$ cat src/rtl/sseg_pkg.sv
// rtl/sseg_pkg.sv - shared segment types and hex-to-segment constants
//
// Purpose: segment pattern type, blink phase encoding and hex digit glyphs
// shared by the seven-segment scan controller and its users.
// Ports:   none (package).

package sseg_pkg;

  // Segment pattern, bit order {dp,g,f,e,d,c,b,a}, 1 = lit.
  typedef logic [7:0] seg_t;

  // Blink phase; the on phase is the reset value.
  typedef enum logic {
    BLINK_ON  = 1'b0,
    BLINK_OFF = 1'b1
  } blink_phase_t;

  localparam seg_t SEG_HEX_0 = 8'h3F;
  localparam seg_t SEG_HEX_1 = 8'h06;
  localparam seg_t SEG_HEX_2 = 8'h5B;
  localparam seg_t SEG_HEX_3 = 8'h4F;
  localparam seg_t SEG_HEX_4 = 8'h66;
  localparam seg_t SEG_HEX_5 = 8'h6D;
  localparam seg_t SEG_HEX_6 = 8'h7D;
  localparam seg_t SEG_HEX_7 = 8'h07;
  localparam seg_t SEG_HEX_8 = 8'h7F;
  localparam seg_t SEG_HEX_9 = 8'h6F;
  localparam seg_t SEG_HEX_A = 8'h77;
  localparam seg_t SEG_HEX_B = 8'h7C;
  localparam seg_t SEG_HEX_C = 8'h39;
  localparam seg_t SEG_HEX_D = 8'h5E;
  localparam seg_t SEG_HEX_E = 8'h79;
  localparam seg_t SEG_HEX_F = 8'h71;

  function automatic seg_t hex_to_seg(input logic [3:0] nibble);
    seg_t pat;
    case (nibble)
      4'h0:    pat = SEG_HEX_0;
      4'h1:    pat = SEG_HEX_1;
      4'h2:    pat = SEG_HEX_2;
      4'h3:    pat = SEG_HEX_3;
      4'h4:    pat = SEG_HEX_4;
      4'h5:    pat = SEG_HEX_5;
      4'h6:    pat = SEG_HEX_6;
      4'h7:    pat = SEG_HEX_7;
      4'h8:    pat = SEG_HEX_8;
      4'h9:    pat = SEG_HEX_9;
      4'hA:    pat = SEG_HEX_A;
      4'hB:    pat = SEG_HEX_B;
      4'hC:    pat = SEG_HEX_C;
      4'hD:    pat = SEG_HEX_D;
      4'hE:    pat = SEG_HEX_E;
      default: pat = SEG_HEX_F;
    endcase
    return pat;
  endfunction

endpackage

$ cat src/rtl/sync2.sv
// rtl/sync2.sv - two-flop synchroniser with asynchronous active-low reset
//
// Purpose: bring an asynchronous level into the clk domain.
// Ports:   clk   in  sampling clock
//          rst_n in  asynchronous active-low reset, clears both flops
//          d     in  asynchronous input level
//          q     out synchronised level, two clk edges behind d

module sync2 (
  input  logic clk,
  input  logic rst_n,
  input  logic d,
  output logic q
);

  logic meta;

  always_ff @(posedge clk or negedge rst_n) begin
    if (!rst_n) begin
      meta <= 1'b0;
      q    <= 1'b0;
    end else begin
      meta <= d;
      q    <= meta;
    end
  end

endmodule

$ cat src/rtl/sseg_scan_ctrl.sv
// rtl/sseg_scan_ctrl.sv - multiplexed seven-segment scan controller
//
// Purpose: time-multiplexes NUM_DIGITS segment patterns onto one shared
// segment bus with per-slot anti-ghost blanking, day/night duty control and
// whole-display blinking.
// Ports:   clock_50_clk  in  system clock, rising edge
//          reset_reset_n in  asynchronous active-low reset
//          wr_en         in  one-cycle write strobe for the digit registers
//          wr_addr       in  digit index to write (out-of-range ignored)
//          wr_data       in  segment pattern {dp,g,f,e,d,c,b,a}
//          daylight      in  asynchronous day indicator, 1 = day
//          blink_en      in  1 = blink the whole display
//          sseg          out registered segment drive, 1 = lit
//          sel           out registered one-hot digit select
//          frame_tick    out registered pulse at the start of every frame

module sseg_scan_ctrl
  import sseg_pkg::*;
#(
  parameter int NUM_DIGITS = 16,
  parameter int SCAN_DIV   = 3125,
  parameter int BLANK      = 64,
  parameter int DUTY_DAY   = 3000,
  parameter int DUTY_NIGHT = 800,
  parameter int BLINK_DIV  = 32
) (
  input  logic                  clock_50_clk,
  input  logic                  reset_reset_n,
  input  logic                  wr_en,
  input  logic [3:0]            wr_addr,
  input  logic [7:0]            wr_data,
  input  logic                  daylight,
  input  logic                  blink_en,
  output logic [7:0]            sseg,
  output logic [NUM_DIGITS-1:0] sel,
  output logic                  frame_tick
);

  // Slot counter is wide enough to also hold SCAN_DIV itself, since the
  // duty limits may equal SCAN_DIV.
  localparam int SW = $clog2(SCAN_DIV + 1);
  localparam int DW = $clog2(NUM_DIGITS);
  localparam int FW = $clog2(BLINK_DIV + 1);

  localparam logic [SW-1:0]         SLOT_LAST  = SW'(SCAN_DIV - 1);
  localparam logic [SW-1:0]         BLANK_END  = SW'(BLANK);
  localparam logic [SW-1:0]         DUTY_D     = SW'(DUTY_DAY);
  localparam logic [SW-1:0]         DUTY_N     = SW'(DUTY_NIGHT);
  localparam logic [DW-1:0]         DIG_LAST   = DW'(NUM_DIGITS - 1);
  localparam logic [FW-1:0]         FRAME_LAST = FW'(BLINK_DIV - 1);
  localparam logic [4:0]            NUM_DIG5   = 5'(NUM_DIGITS);
  localparam logic [NUM_DIGITS-1:0] SEL_ONE    = NUM_DIGITS'(1);

  seg_t         digit_mem [NUM_DIGITS];
  logic [SW-1:0] slot_cnt;
  logic [DW-1:0] dig_idx;
  logic [FW-1:0] frame_cnt;
  blink_phase_t  blink_phase;

  // Per-slot snapshot, valid from slot_cnt==1 onward.
  seg_t pat_q;
  logic day_q;
  logic dark_q;

  logic day_s;
  logic slot_start;
  logic wr_hit;

  logic [SW-1:0]         duty;
  logic                  lit;
  logic [NUM_DIGITS-1:0] sel_d;
  seg_t                  sseg_d;
  logic                  tick_d;

  sync2 u_day_sync (
    .clk   (clock_50_clk),
    .rst_n (reset_reset_n),
    .d     (daylight),
    .q     (day_s)
  );

  assign slot_start = (slot_cnt == '0);
  assign wr_hit     = wr_en && ({1'b0, wr_addr} < NUM_DIG5);

  always_ff @(posedge clock_50_clk or negedge reset_reset_n) begin
    if (!reset_reset_n) begin
      for (int i = 0; i < NUM_DIGITS; i++) begin
        digit_mem[i] <= '0;
      end
    end else if (wr_hit) begin
      digit_mem[wr_addr[DW-1:0]] <= wr_data;
    end
  end

  // Scan position and blink phase; the phase runs whether or not blinking
  // is enabled so enabling it always lands on the same frame grid.
  always_ff @(posedge clock_50_clk or negedge reset_reset_n) begin
    if (!reset_reset_n) begin
      slot_cnt    <= '0;
      dig_idx     <= '0;
      frame_cnt   <= '0;
      blink_phase <= BLINK_ON;
    end else if (slot_cnt == SLOT_LAST) begin
      slot_cnt <= '0;
      if (dig_idx == DIG_LAST) begin
        dig_idx <= '0;
        if (frame_cnt == FRAME_LAST) begin
          frame_cnt   <= '0;
          blink_phase <= (blink_phase == BLINK_ON) ? BLINK_OFF : BLINK_ON;
        end else begin
          frame_cnt <= frame_cnt + FW'(1);
        end
      end else begin
        dig_idx <= dig_idx + DW'(1);
      end
    end else begin
      slot_cnt <= slot_cnt + SW'(1);
    end
  end

  // Snapshot taken once per slot so register writes, day/night changes and
  // blink_en changes never alter a slot that is already being shown.
  always_ff @(posedge clock_50_clk or negedge reset_reset_n) begin
    if (!reset_reset_n) begin
      pat_q  <= '0;
      day_q  <= 1'b0;
      dark_q <= 1'b0;
    end else if (slot_start) begin
      pat_q  <= digit_mem[dig_idx];
      day_q  <= day_s;
      dark_q <= blink_en && (blink_phase == BLINK_OFF);
    end
  end

  // BLANK >= 1, so the lit window never includes slot_cnt==0 where the
  // snapshot is still being taken.
  always_comb begin
    duty   = DUTY_N;
    lit    = 1'b0;
    sel_d  = '0;
    sseg_d = '0;
    tick_d = slot_start && (dig_idx == '0);
    if (day_q) begin
      duty = DUTY_D;
    end
    lit = !dark_q && (slot_cnt >= BLANK_END) && (slot_cnt < duty);
    if (lit) begin
      sel_d  = SEL_ONE << dig_idx;
      sseg_d = pat_q;
    end
  end

  always_ff @(posedge clock_50_clk or negedge reset_reset_n) begin
    if (!reset_reset_n) begin
      sseg       <= '0;
      sel        <= '0;
      frame_tick <= 1'b0;
    end else begin
      sseg       <= sseg_d;
      sel        <= sel_d;
      frame_tick <= tick_d;
    end
  end

endmodule

$ cat config.mk
export PLATFORM = sky130hd
export DESIGN_NAME = sseg_scan_ctrl
export DESIGN_NICKNAME = d
export VERILOG_FILES = /design/src/rtl/sseg_pkg.sv /design/src/rtl/sync2.sv /design/src/rtl/sseg_scan_ctrl.sv
export SDC_FILE = /design/constraint.sdc
export NUM_CORES = 1
export LEC_CHECK = 0
export ABC_AREA = 0
export CORE_AREA = 5 5 161 117
export DETAILED_ROUTE_END_ITERATION = 8
export DIE_AREA = 0 0 166 122
export HOLD_SLACK_MARGIN = 0.1
export PLACE_DENSITY = 0.71
export SYNTH_ARGS = -nofsm -noshare
export SYNTH_HDL_FRONTEND = slang
export SYNTH_SLANG_ARGS = --single-unit
$ cat constraint.sdc
create_clock -name clock_50_clk -period 2.36 [get_ports clock_50_clk]
set_clock_uncertainty 0.1 [all_clocks]
set_input_delay 0.236 -clock clock_50_clk [delete_from_list [all_inputs] [get_ports clock_50_clk]]
set_output_delay 0.236 -clock clock_50_clk [all_outputs]
set_load 0.005 [all_outputs]
# After elaboration in Yosys (flattened, before gate mapping)
# Cells that the tools add are included.
[classes]
addsub = 3
magnitude_cmp = 5
eq_ne = 3
shifts = 1
n_mux = 13
bitwise = 2
n_reduce_logical = 10
[op_table]
columns = ["operator", "count"]
rows = [
  ["$bwmux W128", 1],
  ["$bmux W8 S4", 1],
  ["$demux W8 S4", 1],
  ["$mux W8", 4],
  ["$mux W12", 2],
  ["$mux W16", 1],
  ["$shl A1 B4 Y16 const A", 1],
  ["$add A12 B1 Y12 const B", 1],
  ["$eq A12 B12 Y1 const B", 1],
  ["$ge A12 B7 Y1 const B", 1],
  ["$logic_not A12 Y1", 1],
  ["$lt A12 B12 Y1", 1],
  ["$ge A5 B5 Y1 const B", 2],
  ["$not A4 Y5", 2],
  ["$add A6 B1 Y6 const B", 1],
  ["$eq A6 B5 Y1 const B", 1],
  ["$mux W6", 1],
  ["$logic_and A1 B1 Y1", 5],
  ["$lt A5 B1 Y1 const B", 1],
  ["$add A4 B1 Y4 const B", 1],
  ["$eq A4 B4 Y1 const B", 1],
  ["$logic_not A4 Y1", 1],
  ["$mux W4", 1],
  ["$reduce_and A3 Y1", 1],
  ["3 further kinds", 3],
]
[totals]
register_bits = 188
input_bits = 17
output_inout_bits = 25
elab_cells = 65

# Logic depth before layout (Yosys ltp)
# Gate-level depths: netlist (run 1).
[depth]
word_depth = 6
mapped_depth = 7
mapped_depth_nobuf = 6

# Modules after synthesis
# Synthesis (run 1) repeated with hierarchy kept, for this count alone.
[hier_totals]
hier_cells = 609
area_unflattened_um2 = 8396.8
[by_module_without_submodules]
columns = ["module", "instances", "cells_each", "area_per_inst_um2", "seq_area_each_um2"]
rows = [
  ["sseg_scan_ctrl", 1, 607, 8346.8, 4654.5],
  ["sync2", 1, 2, 50.0, 50.0],
]

# Worst setup path before layout (run 1)
# Ideal clock, no wire load.
[synth_path]
kind = "register to register"
start = "register dig_idx[0]"
end = "register frame_cnt[5]"
t_arrival_ns = 1.616
required_ns = 2.135
path_slack_ns = 0.519
stages_incl_launch_ff = 7
n_path_buf = 1
period_less_slack_ns = 1.841
path_cell_list = "dfrtp_1 > ha_1 > and3_1 > and4_1 > buf_4 > nand4_1 > mux2_2"
[synth_between]
elab_chain_len = 2
[synth_lines]
columns = ["element", "line", "source"]
rows = [
  ["start, declared", "sseg_scan_ctrl.sv:56", "logic [DW-1:0] dig_idx;"],
  ["start signal, assigned", "sseg_scan_ctrl.sv:114", "dig_idx <= dig_idx + DW'(1);"],
  ["$eq A4 B4 Y1", "sseg_scan_ctrl.sv:105", "if (dig_idx == DIG_LAST) begin"],
  ["$reduce_and A2 Y1 (no line)", "n/a", ""],
  ["end signal, assigned", "sseg_scan_ctrl.sv:111", "frame_cnt <= frame_cnt + FW'(1);"],
  ["end, declared", "sseg_scan_ctrl.sv:57", "logic [FW-1:0] frame_cnt;"],
]
# Every way passes these cells.
# A chain may end at the register's enable or synchronous reset.

# Final worst setup path (run 1)
[layout_path]
start = "register dig_idx[3]"
end = "register frame_cnt[5]"
# The elaborated chain is that of the path after synthesis.

==> impl_metrics.tcl, run 1 <==
set metrics [dict create \
    status "completed" \
    crit_required_ns 2.58 \
    p_leak_nw 4.24 \
    clock_tree.root_cell "clkbuf_16" \
    die_w_um 166 \
    worstMarginPinSlew_ns 0.727 \
    cts_tree "done" \
    core_area_um2 17400 \
    synth_top_area_frac 0.560 \
    avgRoutedWirePerCell_um 20.1 \
    cp_slowest_cell "dfrtp_2" \
    finalSetupTns_ns 0 \
    ir_drop_uv 450 \
    cp-start-kind "flip-flop" \
    ctsHtreeMaxLevel 4 \
    grtUsageTotal 0.193 \
    initial_core_util 0.483 \
    synthDistinctLibCells 43 \
    arrival_ns 2.29 \
    fmax_ghz 0.484 \
    final_nets 687 \
    cts_resized 0 \
    numCtsBuffers 17 \
    netlist_top_cells_area "dfrtp_1, mux2_2, mux4_2" \
    finalPower_w 0.00773 \
    fp-row-count 41 \
    cts_hold_buf 1 \
    worst-setup-path-type "flip-flop to flip-flop" \
    synth_enable_flop_cells 0 \
    synth_warnings 0 \
    clkSinkCount 188 \
    die_h_um 122 \
    whs_path_depth 1 \
    fin_crit_sh 0.875 \
    syn_nets 635 \
    drtIter0Drc 490 \
    insertion_delay_ns 0.44 \
    r2r_slack_ns 0.30 \
    hpwl_um 12600 \
    grt_max_degree 61 \
    yosys.area.top_type "dfrtp_1" \
    antenna_left 0 \
    area_growth_pct 16.6 \
    clock_path_buffers 2 \
    grt_pass1_vias 5546 \
    utilization 0.563 \
    dieArea_um2 20300 \
    synth_top_flop_cell "dfrtp_1" \
    netlist_instances 606 \
    grt_pass1_wl_um 30300 \
    r2r-end "frame_cnt[5]$_DFFE_PN0P_" \
    vias 5166 \
    dr.pass1.iters 4 \
    hold_start "daylight" \
    relSlewSlack 0.515 \
    drive_above_1_share 0.344 \
    crit_path_end_kind "flip-flop" \
    finalHoldViolCount 0 \
    r2r_start "dig_idx[3]$_DFFE_PN0N_" \
    cts_setup_buffers 0 \
    ys_ff_latch 188 \
    drcViolationCount 0 \
    reg2reg_depth 4 \
    clk_pin_slew_ns 0.07 \
    post-route-min-period_ns 2.06 \
    max_stage_delay_ns 0.71 \
    final_max_slew_viol_count 0 \
    min_delay_worst_endpoint "u_day_sync.meta$_DFF_PN0_" \
    cp_max_fo 19 \
    rsz0062_at_grt "false" \
    syn_area_per_cell_um2 13.9 \
    io_buffers 41 \
    synth_async_sr_flop_share 1.00 \
    antenna_found_initial 0 \
    hold_class "primary input to flip-flop" \
    crit_chain "and3_1, and4_1, nand4_1, mux2_2" \
    n_fill_cell 1348 \
    syn_area_um2 8400 \
    overflow 0 \
    antenna_cells 0 \
    place_congestion 0.875 \
    report.final.setup_viol 0 \
    routed_wl_um 18300 \
    via_per_inst 5.70 \
    num_io_pins 42 \
    power_density_nw_per_um2 790 \
    yosysSeqAreaShare 0.560 \
    drv_cap 0 \
]
through the flow:
step	hold slack, ns	std cells	setup slack (ns)	area, um^2
2_1_floorplan	-0.160	606	0.519	8400
3_3_place_gp	0.150	874	0.333	9210
3_5_place_dp	0.156	874	0.290	9210
4_1_cts	0.136	907	0.264	9790
5_1_grt	0.131	907	0.190	9790
6_report	0.142	907	0.296	9790
worst max path at each step:
stage,from,endpoint,slack [ns],cells after the start
2_1_floorplan,dig_idx[0]$_DFFE_PN0N_,frame_cnt[5]$_DFFE_PN0P_,0.52,6
3_3_place_gp,dig_idx[3]$_DFFE_PN0N_,frame_cnt[5]$_DFFE_PN0P_,0.33,4
3_5_place_dp,dig_idx[3]$_DFFE_PN0N_,frame_cnt[5]$_DFFE_PN0P_,0.29,4
4_1_cts,dig_idx[3]$_DFFE_PN0N_,frame_cnt[5]$_DFFE_PN0P_,0.26,4
5_1_grt,dig_idx[3]$_DFFE_PN0N_,frame_cnt[5]$_DFFE_PN0P_,0.19,4
6_report,dig_idx[3]$_DFFE_PN0N_,frame_cnt[5]$_DFFE_PN0P_,0.30,4
kinds of logic (layout without fill, tap and decap cells):
| family | after synthesis | after routing | synth area share |
|---|---|---|---|
| flip-flops | 188 | 188 | 0.560 |
| multiplexers | 165 | 165 | 0.264 |
| buffers and inverters | 45 | 110 | 0.0235 |
| XOR/XNOR | 11 | 11 | 0.0115 |
| AND/OR/NAND/NOR | 122 | 122 | 0.0750 |
| adder cells (fa/ha/maj) | 12 | 12 | 0.0179 |
| AO/OA/AOI/OAI | 63 | 63 | 0.0478 |
placed cells by master (no fill, tap or decap), types with 3 or more instances in the layout:
cell type and instances:
dfrtp_1 186, inv_1 6, mux4_2 32, nor2_1 21
a21oi_1 26, nand2_1 42, inv_8 3, clkdlybuf4s50_1 40
buf_12 4, nand4_1 15, a21o_1 9, nand3_1 12
a311oi_1 8, xor2_1 5, buf_4 25, nand2b_1 7
inv_6 5, clkbuf_16 17, ha_1 12, mux2_2 131
xnor2_1 6, o22ai_1 8, and3_1 4, o21ai_0 4
or3_1 4
layout make-up:
cell class,instances,area (um^2),area share
Sequential cell,188,4710,0.481
Multi-Input combinational cell,373,3500,0.358
Timing Repair Buffer,71,689,0.0704
Clock buffer,19,443,0.0453
Tap cell,236,295,0.0302
Clock inverter,13,124,0.0127
Inverter,7,26.3,0.00268
flip-flops by register name, indices dropped and copies added, names as in the netlist:
name	cells
digit_mem	128
pat_q	8
sel	16
dig_idx	4
frame_cnt	6
blink_phase	1
day_q	1
u_day_sync.meta	1
u_day_sync.q	1
sseg	8
slot_cnt	12
dark_q	1
frame_tick	1
worst max-delay path: cells and delay by family, from the launching register on:
kind,cells,cell delay [ns]
AND/OR/NAND/NOR,3,0.85
flip-flops,1,0.71
multiplexers,1,0.28
Yosys cell counts, drive strengths merged (9+ instances only):
cell type    n
mux4        32
a21oi       26
mux2       131
nand4       15
nor2        21
buf         15
clkbuf      23
nand3       12
nand2       42
a21o         9
ha          12
dfrtp      188
where the power goes:
group          switching, W  internal, W  total, W
Clock               0.00133      0.00143   0.00275
Sequential         0.000267      0.00373   0.00400
Combinational      0.000380     0.000600  0.000979
metal layers:
metal  vias to the layer above  global-route usage  part of all wire
met5                         -                   0                 0
met4                         0              0.0654             0.019
met3                        24              0.0532             0.052
met2                       132               0.302              0.46
met1                      2689               0.265              0.46
li1                       2321                   -                 -
Power figures use the tool's default switching activity.
==> run 2, diff against run 1 <==
--- a/config.mk
+++ b/config.mk
@@ -7,10 +7,12 @@
 export LEC_CHECK = 0
 export ABC_AREA = 0
 export CORE_AREA = 5 5 161 117
+export CTS_CLUSTER_DIAMETER = 150
 export DETAILED_ROUTE_END_ITERATION = 8
 export DIE_AREA = 0 0 166 122
+export DONT_BUFFER_PORTS = 1
 export HOLD_SLACK_MARGIN = 0.1
-export PLACE_DENSITY = 0.71
+export PLACE_DENSITY = 0.67
 export SYNTH_ARGS = -nofsm -noshare
 export SYNTH_HDL_FRONTEND = slang
 export SYNTH_SLANG_ARGS = --single-unit
==> run 2 against run 1 <==
  * Maximum frequency rose by 3.7%
  * Power rose by 0.95%
  * The flow now finishes with violations (hold timing)
  * Die area did not move
  * Largest cell class unchanged
  * Largest power group unchanged
==> impl_metrics.tcl, run 2 (synthesis gave the netlist of run 1 again) <==
set metrics [dict create \
    fin_ws_ns 0.369 \
    fmax_ghz 0.502 \
    antenna_found_initial 1 \
    relSlewSlack 0.518 \
    largest_reg_flops 128 \
    area_growth_pct 12.1 \
    multi_input_area_um2 3500 \
    regMostFlops "digit_mem" \
    p_leak_nw 4.09 \
    crit_required_ns 2.60 \
    ctsHtreeMaxLevel 4 \
    worstMarginPinSlew_ns 0.724 \
    dieArea_um2 20300 \
    die_w_um 166 \
    initial_core_util 0.483 \
    overflow 0 \
    cts_hold_buf 10 \
    clock_tree.root_cell "clkbuf_16" \
    clk_pin_slew_ns 0.07 \
    antenna_left 0 \
    drcViolationCount 0 \
    report.final.setup_viol 0 \
    mostFrequentLayoutCells "dfrtp_1, mux2_2, nand2_1" \
    fin_crit_sh 0.843 \
    vias 4978 \
    critPathLaunch "day_q$_DFFE_PN0P_" \
    utilization 0.541 \
    pre_cts_ws_ns 0.409 \
    r2r_slack_ns 0.37 \
    antenna_cells 0 \
    drtIter0Drc 334 \
    r2r-end "sel[12]$_DFF_PN0_" \
    final_nets 645 \
    die_h_um 122 \
    final_max_slew_viol_count 0 \
    grt_pass1_vias 5154 \
    holdWs_ns -0.599 \
    avgRoutedWirePerCell_um 20.8 \
    r2r_start "day_q$_DFFE_PN0P_" \
    final_common_cell "dfrtp_1" \
    top_regs "digit_mem x128, sel x16, slot_cnt x12" \
    finalSetupTns_ns 0 \
    cts_setup_buffers 0 \
    routed_wl_um 18000 \
    n_fill_cell 1353 \
    post-route-min-period_ns 1.99 \
    clkSinkCount 188 \
    rsz0062_at_grt "false" \
    numCtsBuffers 17 \
    core_area_um2 17400 \
    status "complete, but fails checks" \
    io_buffers 0 \
    cp-start-kind "flip-flop" \
    grt_pass1_wl_um 29300 \
    grt_max_degree 189 \
    insertion_delay_ns 0.43 \
    dr.pass1.iters 4 \
    place_congestion 0.794 \
    num_io_pins 42 \
    grtUsageTotal 0.187 \
    crit_path_end_kind "flip-flop" \
    drv_cap 0 \
    power_density_nw_per_um2 830 \
    finalHoldViolCount 188 \
    ir_drop_uv 493 \
    via_per_inst 5.75 \
    hold_class "primary input to asynchronous set/reset pin" \
    regArea_um2 4710 \
    reg2reg_depth 5 \
    arrival_ns 2.23 \
    hpwl_um 12100 \
    fp-row-count 41 \
    clock_path_buffers 2 \
    violations "hold timing" \
    cp_max_fo 24 \
    cts_resized 0 \
    cts_tree "done" \
    worst-setup-path-type "flip-flop to flip-flop" \
    drive_above_1_share 0.348 \
]
-- run 2: changes by cell type in the layout (fill, tap and decap cells not counted) --
cell,before,now
clkinv_8,1,0
buf_4,25,17
bufinv_16,0,3
buf_12,4,2
clkinvlp_4,1,2
inv_8,3,0
clkbuf_1,1,2
clkinv_4,2,3
dlygate4sd3_1,1,10
buf_6,1,0
inv_6,5,3
clkdlybuf4s50_1,40,0
-- run 2: report_power, final --
group          internal, W  switching [W]  total, W
combinational     0.000576       0.000305  0.000881
clock              0.00171        0.00123   0.00294
sequential         0.00373       0.000250   0.00398
-- run 2: cell type report --
class,instances,area share
Timing Repair Buffer,29,0.0285
Clock inverter,12,0.0173
Clock buffer,20,0.0475
Tap cell,236,0.0314
Sequential cell,188,0.500
Inverter,7,0.00279
Multi-Input combinational cell,373,0.372
-- run 2: worst max-delay path by stage --
| stage | to | slack (ns) | depth (start not counted) |
|---|---|---|---|
| 5_1_grt | frame_cnt[5]$_DFFE_PN0P_ | 0.22 | 4 |
| 4_1_cts | pat_q[5]$_DFFE_PN0P_ | 0.38 | 5 |
| 3_3_place_gp | frame_cnt[5]$_DFFE_PN0P_ | 0.45 | 4 |
| 3_5_place_dp | pat_q[5]$_DFFE_PN0P_ | 0.41 | 5 |
| 2_1_floorplan | frame_cnt[5]$_DFFE_PN0P_ | 0.52 | 6 |
| 6_report | sel[12]$_DFF_PN0_ | 0.37 | 5 |
-- run 2: layer usage --
metal / share of wire / up-vias / wire, um / track usage
li1: - / 2246 / - / -
met1: 0.48 / 2608 / 8620 / 0.265
met4: 0.015 / 2 / 269 / 0.0577
met2: 0.45 / 96 / 8180 / 0.287
met3: 0.053 / 26 / 955 / 0.0487
met5: 0.00039 / - / 7 / 0
-- run 2: stage by stage --
| stage | power, W | area [um^2] | std cells |
|---|---|---|---|
| after CTS | 0.00789 | 9410 | 865 |
| after global routing | 0.00814 | 9410 | 865 |
| after floorplan | 0.00465 | 8400 | 606 |
| after detailed placement | 0.00488 | 8700 | 823 |
| after global placement | 0.00480 | 8700 | 823 |
| final | 0.00781 | 9410 | 865 |
-- run 2: critical path, stage by stage, from the launching register on --
cell and delay (ns):
dfrtp_1 0.40, inv_1 0.14, ha_1 0.25, a21o_1 0.16
a211o_1 0.58, a21oi_1 0.28
